===== config.mk =====
export PLATFORM = sky130hd
export DESIGN_NAME = cdb_arbiter_flat
export DESIGN_NICKNAME = d
export VERILOG_FILES = /design/src/rtl/cdb_arbiter_if.sv /design/src/rtl/cdb_arbiter.sv /design/src/flat_wrapper.sv
export SDC_FILE = /design/constraint.sdc
export NUM_CORES = 1
export LEC_CHECK = 0
export ABC_AREA = 1
export CAP_MARGIN = 20
export CELL_PAD_IN_SITES_DETAIL_PLACEMENT = 0
export CELL_PAD_IN_SITES_GLOBAL_PLACEMENT = 1
export CORE_ASPECT_RATIO = 1.75
export CORE_UTILIZATION = 28
export DETAILED_ROUTE_END_ITERATION = 10
export PLACE_DENSITY = 0.93
export SETUP_SLACK_MARGIN = 0.02
export SLEW_MARGIN = 30
export SYNTH_ARGS = -nofsm -noshare
export SYNTH_HDL_FRONTEND = slang
export SYNTH_SLANG_ARGS = --single-unit

===== constraint.sdc =====
create_clock -name clk_i -period 2.46 [get_ports clk_i]
set_input_delay 0.369 -clock clk_i [delete_from_list [all_inputs] [get_ports clk_i]]
set_output_delay 0.369 -clock clk_i [all_outputs]
set_load 0.005 [all_outputs]

===== src/rtl/cdb_arbiter_if.sv =====
// Functional-unit result ports and common data bus outputs of the CDB arbiter.
// The arbiter is the slave; the functional units and the bus snoopers form the master side.
interface cdb_arbiter_if #(
  parameter int unsigned NUM_FU = 4,
  parameter int unsigned TAG_W  = 5,
  parameter int unsigned DATA_W = 32,
  parameter int unsigned CNT_W  = 16
);
  logic [NUM_FU-1:0]        fu_valid_i;
  logic [NUM_FU*TAG_W-1:0]  fu_tag_i;
  logic [NUM_FU*DATA_W-1:0] fu_data_i;
  logic [NUM_FU-1:0]        fu_ready_o;
  logic                     cdb_en_o;
  logic [TAG_W-1:0]         cdb_reg_addr_o;
  logic [DATA_W-1:0]        cdb_data_o;
  logic [CNT_W-1:0]         cdb_count_o;

  modport slave (
    input  fu_valid_i, fu_tag_i, fu_data_i,
    output fu_ready_o, cdb_en_o, cdb_reg_addr_o, cdb_data_o, cdb_count_o
  );

  modport master (
    output fu_valid_i, fu_tag_i, fu_data_i,
    input  fu_ready_o, cdb_en_o, cdb_reg_addr_o, cdb_data_o, cdb_count_o
  );
endinterface


===== src/rtl/cdb_arbiter.sv =====
// Round-robin arbiter collecting functional-unit results and driving the registered CDB.
// One result is granted per cycle; the winner is broadcast the following cycle.
module cdb_arbiter #(
  parameter int unsigned NUM_FU = 4,
  parameter int unsigned TAG_W  = 5,
  parameter int unsigned DATA_W = 32,
  parameter int unsigned CNT_W  = 16
) (
  input  logic                clk_i,
  input  logic                reset_i,
  input  logic                flush_i,
  cdb_arbiter_if.slave        bus_io
);

  localparam int unsigned PTR_W = (NUM_FU > 1) ? $clog2(NUM_FU) : 1;

  logic [PTR_W-1:0]  ptr_q, ptr_d;
  logic              en_q, en_d;
  logic [TAG_W-1:0]  addr_q, addr_d;
  logic [DATA_W-1:0] data_q, data_d;
  logic [CNT_W-1:0]  count_q, count_d;

  logic [NUM_FU-1:0] gnt_c;
  logic [PTR_W-1:0]  gnt_idx_c;
  logic              gnt_vld_c;
  logic [TAG_W-1:0]  gnt_tag_c;
  logic [DATA_W-1:0] gnt_data_c;

  // Search from ptr upward modulo NUM_FU; reset and flush suppress any grant.
  always_comb begin
    logic [PTR_W-1:0] idx;
    gnt_c     = '0;
    gnt_idx_c = '0;
    gnt_vld_c = 1'b0;
    idx       = '0;
    if (reset_i && !flush_i) begin
      for (int unsigned k = 0; k < NUM_FU; k++) begin
        idx = PTR_W'((32'(ptr_q) + k) % NUM_FU);
        if (!gnt_vld_c && bus_io.fu_valid_i[idx]) begin
          gnt_vld_c      = 1'b1;
          gnt_idx_c      = idx;
          gnt_c[idx]     = 1'b1;
        end
      end
    end
  end

  // One-hot grant selects the winning payload.
  always_comb begin
    gnt_tag_c  = '0;
    gnt_data_c = '0;
    for (int i = 0; i < int'(NUM_FU); i++) begin
      if (gnt_c[i]) begin
        gnt_tag_c  = gnt_tag_c  | bus_io.fu_tag_i[i*TAG_W +: TAG_W];
        gnt_data_c = gnt_data_c | bus_io.fu_data_i[i*DATA_W +: DATA_W];
      end
    end
  end

  always_comb begin
    ptr_d   = ptr_q;
    en_d    = 1'b0;
    addr_d  = addr_q;
    data_d  = data_q;
    count_d = count_q;
    if (gnt_vld_c) begin
      ptr_d   = (32'(gnt_idx_c) == NUM_FU - 1) ? '0 : gnt_idx_c + PTR_W'(1);
      en_d    = 1'b1;
      addr_d  = gnt_tag_c;
      data_d  = gnt_data_c;
      count_d = count_q + CNT_W'(1);
    end
  end

  always_ff @(posedge clk_i or negedge reset_i) begin
    if (!reset_i) begin
      ptr_q   <= '0;
      en_q    <= 1'b0;
      addr_q  <= '0;
      data_q  <= '0;
      count_q <= '0;
    end else begin
      ptr_q   <= ptr_d;
      en_q    <= en_d;
      addr_q  <= addr_d;
      data_q  <= data_d;
      count_q <= count_d;
    end
  end

  assign bus_io.fu_ready_o     = gnt_c;
  assign bus_io.cdb_en_o       = en_q;
  assign bus_io.cdb_reg_addr_o = addr_q;
  assign bus_io.cdb_data_o     = data_q;
  assign bus_io.cdb_count_o    = count_q;

endmodule


===== src/flat_wrapper.sv =====
// flat-port wrapper written by rule: the top's interface ports become plain ports
module cdb_arbiter_flat 
#(
  parameter int unsigned NUM_FU = 4,
  parameter int unsigned TAG_W  = 5,
  parameter int unsigned DATA_W = 32,
  parameter int unsigned CNT_W  = 16
)
  (clk_i, reset_i, flush_i, bus_io_fu_valid_i, bus_io_fu_tag_i, bus_io_fu_data_i, bus_io_fu_ready_o, bus_io_cdb_en_o, bus_io_cdb_reg_addr_o, bus_io_cdb_data_o, bus_io_cdb_count_o);
  cdb_arbiter_if #(.NUM_FU(NUM_FU), .TAG_W(TAG_W), .DATA_W(DATA_W), .CNT_W(CNT_W)) bus_io_i ();
  input  logic clk_i;
  input  logic reset_i;
  input  logic flush_i;
  input wire logic [$bits(bus_io_i.fu_valid_i)-1:0] bus_io_fu_valid_i;
  input wire logic [$bits(bus_io_i.fu_tag_i)-1:0] bus_io_fu_tag_i;
  input wire logic [$bits(bus_io_i.fu_data_i)-1:0] bus_io_fu_data_i;
  output wire logic [$bits(bus_io_i.fu_ready_o)-1:0] bus_io_fu_ready_o;
  output wire logic [$bits(bus_io_i.cdb_en_o)-1:0] bus_io_cdb_en_o;
  output wire logic [$bits(bus_io_i.cdb_reg_addr_o)-1:0] bus_io_cdb_reg_addr_o;
  output wire logic [$bits(bus_io_i.cdb_data_o)-1:0] bus_io_cdb_data_o;
  output wire logic [$bits(bus_io_i.cdb_count_o)-1:0] bus_io_cdb_count_o;
  assign bus_io_i.fu_valid_i = bus_io_fu_valid_i;
  assign bus_io_i.fu_tag_i = bus_io_fu_tag_i;
  assign bus_io_i.fu_data_i = bus_io_fu_data_i;
  assign bus_io_fu_ready_o = bus_io_i.fu_ready_o;
  assign bus_io_cdb_en_o = bus_io_i.cdb_en_o;
  assign bus_io_cdb_reg_addr_o = bus_io_i.cdb_reg_addr_o;
  assign bus_io_cdb_data_o = bus_io_i.cdb_data_o;
  assign bus_io_cdb_count_o = bus_io_i.cdb_count_o;
  cdb_arbiter #(.NUM_FU(NUM_FU), .TAG_W(TAG_W), .DATA_W(DATA_W), .CNT_W(CNT_W)) u_core (.clk_i(clk_i), .reset_i(reset_i), .flush_i(flush_i), .bus_io(bus_io_i));
endmodule

==> flow_summary.ini <==
[sta]
tightest_slew_ns = 0.7575
hold_viol_final = 0
setup_ws_ns = 0.1243
drv_slew = 0
rsz0062_at_grt = no
skew_ns = 0.006025
setup_viol = 0
period_minus_slack_ns = 2.336
slew_headroom_pct = 49.50
finalCritPeriodShare_pct = 94.95
fmax_ghz = 0.4281
whs_ns = 0.2527
tns_ns = 0

[power]
power_switching_mw = 3.203
clkPwrFrac_pct = 10.9
p_sw_share_pct = 46.69
power.total_mw = 6.860
leakagePower_nw = 3.250
p_seq_share_pct = 23.2
p_comb_share_pct = 65.9
p_int_mw = 3.657
power_density_mw_per_mm2 = 1009
ir_worst_vdd_uv = 649.3

[cts]
cts_buffer_depth = 2
cts_buffers = 5
clkTransAtPathRegs_ns = 0.07
cts_max_level = 2
cts_hold_buf = 0
clk_latency_ns = 0.29
clock-sinks = 56
cts-root-buf = clkbuf_16
cts_tree = yes

[route]
dr_total_vias = 4778
wire_per_inst_um = 15.28
drt-initial-drc-count = 134
via_per_inst = 4.768
first_pass_iters = 4
drt-total-wl_um = 15310
drtAntennaViolNets = 0
drc = 0

[finish]
finalNonFillerCells = 1002
nFillCells = 1522
final_common_cell = clkdlybuf4s50_1
fin_util_pct = 45.61
num-nets-final = 981
drive_gt1_share_pct = 12.70
n_antenna_cell = 0
layout_common_cells = clkdlybuf4s50_1 (207), nand2_1 (197), nand3_1 (133)
fin_area_mm2 = 0.006802
area_delta_synth_final_pct = 59.41

[critical_path]
worstPathArrival_ns = 1.97
worstPathCellList = clkdlybuf4s50_1 -> inv_1 -> nand2_2 -> nand3_4 -> nand2_4 -> nor2_4 -> buf_4 -> a21oi_2 -> nand3_2 -> nand2_1 -> inv_1 -> dlymetal6s2s_1
crit_buf_inv = 5
endpoint_kind = output port
crit_path_top_delay_cell = clkdlybuf4s50_1
path_max_fanout = 7
cp_common_cell = inv_1
path_class = in -> out
slowest_delay_ns = 0.50
worst_ep_required_time_ns = 2.09
critPathLaunchType = primary input
path_delay_family = buffers and inverters

[global_route]
grt_pass1_vias = 4451
grt_start_max_net_pins = 62
overflow = 0
grt_pass1_wl_um = 22450
grt_use_total_pct = 18.52
antenna_found_initial = 0

[synth]
ys_ff_latch = 56
yosysUniqueCellTypes = 31
synth-edff-count = 0
synth_ff_type = dfrtp_1
synthesis.nets = 770
syn_inst = 607
synth.avg_cell_area_um2 = 7.029
synth-async-reset-ratio_pct = 100.0
synth_warnings = 0
synth_area_mm2 = 0.004267
synth_seq_area_share_pct = 32.84

[die]
ios = 213
die-area_mm2 = 0.01576
start_util_pct = 28.61
die_h_um = 165.3
rows = 59
core_area_mm2 = 0.01491
die_w_um = 95.32

[placed_design]
place_congestion = 0.8448
portBuffers = 212
dp.cells = 991
place_area_mm2 = 0.006595
dp_hpwl_um = 11290
dp_slack_ns = -0.09288

[status]
outcome = complete, no violations

[worst_hold_path]
min_path_type = in -> async

[run]
cap_violations = 0
==> timing repair <==
item                                    CTS  global route
resized for setup                         5            11
cloned                                    0             1
buffers inserted                          1             1
endpoints found under the setup margin    4            12
pin swaps                                 1             2
==> cell families (layout without fill, tap and decap cells) <==
kind of cell / Yosys count / after routing / synth area share [%]
buf+inv: 67 / 278 / 8.563
xor+xnor: 13 / 13 / 2.669
flops: 56 / 56 / 32.84
fa+ha+maj: 8 / 8 / 2.346
compound gates: 16 / 16 / 2.463
simple gates: 447 / 448 / 51.11
==> state kept, by name, summed over array words and instances (netlist names) <==
signal / count
u_core.bus_io.cdb_data_o: 32
u_core.bus_io.cdb_en_o: 1
u_core.bus_io.cdb_reg_addr_o: 5
u_core.ptr_q: 2
u_core.bus_io.cdb_count_o: 16
==> synth_stat cells, drive strengths merged (4+ instances only) <==
cell / n / share of area [%]
ha: 8 / 2.3
inv: 28 / 2.6
xor2: 8 / 1.6
nor2: 47 / 4.7
dfrtp: 56 / 33
a21boi: 4 / 0.70
o21ai: 7 / 0.82
a21oi: 5 / 0.94
clkbuf: 13 / 1.1
nand2: 210 / 19
nand3: 168 / 24
nand4: 12 / 1.8
buf: 26 / 4.8
xnor2: 5 / 1.0
nor3: 6 / 0.82
==> power groups by stage <==
stage | sequential (mW) | combinational, mW | clock (mW)
finish | 1.59 | 4.52 | 0.750
global route | 1.64 | 4.96 | 0.826
CTS | 1.59 | 4.46 | 0.789
detailed placement | 1.59 | 4.40 | 0
global placement | 1.59 | 4.36 | 0
floorplan | 1.59 | 2.67 | 0
==> path summary, 6_finish.rpt <==
path                                              start                           end  slack (ns)  depth (start not counted)
setup / recovery                   bus_io_fu_valid_i[3]          bus_io_fu_ready_o[0]        0.12                         12
hold / removal                                  reset_i  u_core.bus_io.cdb_data_o[14]        0.25                          2
setup reg to reg                        u_core.ptr_q[0]  u_core.bus_io.cdb_data_o[21]        0.23                         14
hold reg to reg            u_core.bus_io.cdb_data_o[12]  u_core.bus_io.cdb_data_o[12]        0.48                          2
max in group asynchronous                       reset_i               u_core.ptr_q[0]        1.66                          2
min in group clk_i         u_core.bus_io.cdb_data_o[12]  u_core.bus_io.cdb_data_o[12]        0.48                          2
==> final cells by class <==
cell class | instances | area, um^2 | share of cell area, %
inverters | 28 | 110.1 | 1.619
multi-input cells | 485 | 2549 | 37.47
repair buffers | 242 | 2361 | 34.71
clock buffers | 7 | 142.6 | 2.097
flip-flops and latches | 56 | 1403 | 20.62
clock inverters | 1 | 7.507 | 0.1104
well taps | 183 | 229.0 | 3.366
==> per-layer routing <==
metal / up-vias / track usage, % / wire length [um]
met2: 142 / 36.10 / 8545
met4: 0 / 6.405 / 282
met5: - / 0 / 0
li1: 2408 / - / -
met1: 2211 / 19.76 / 5657
met3: 17 / 2.198 / 826
Power figures use the tool's default switching activity.
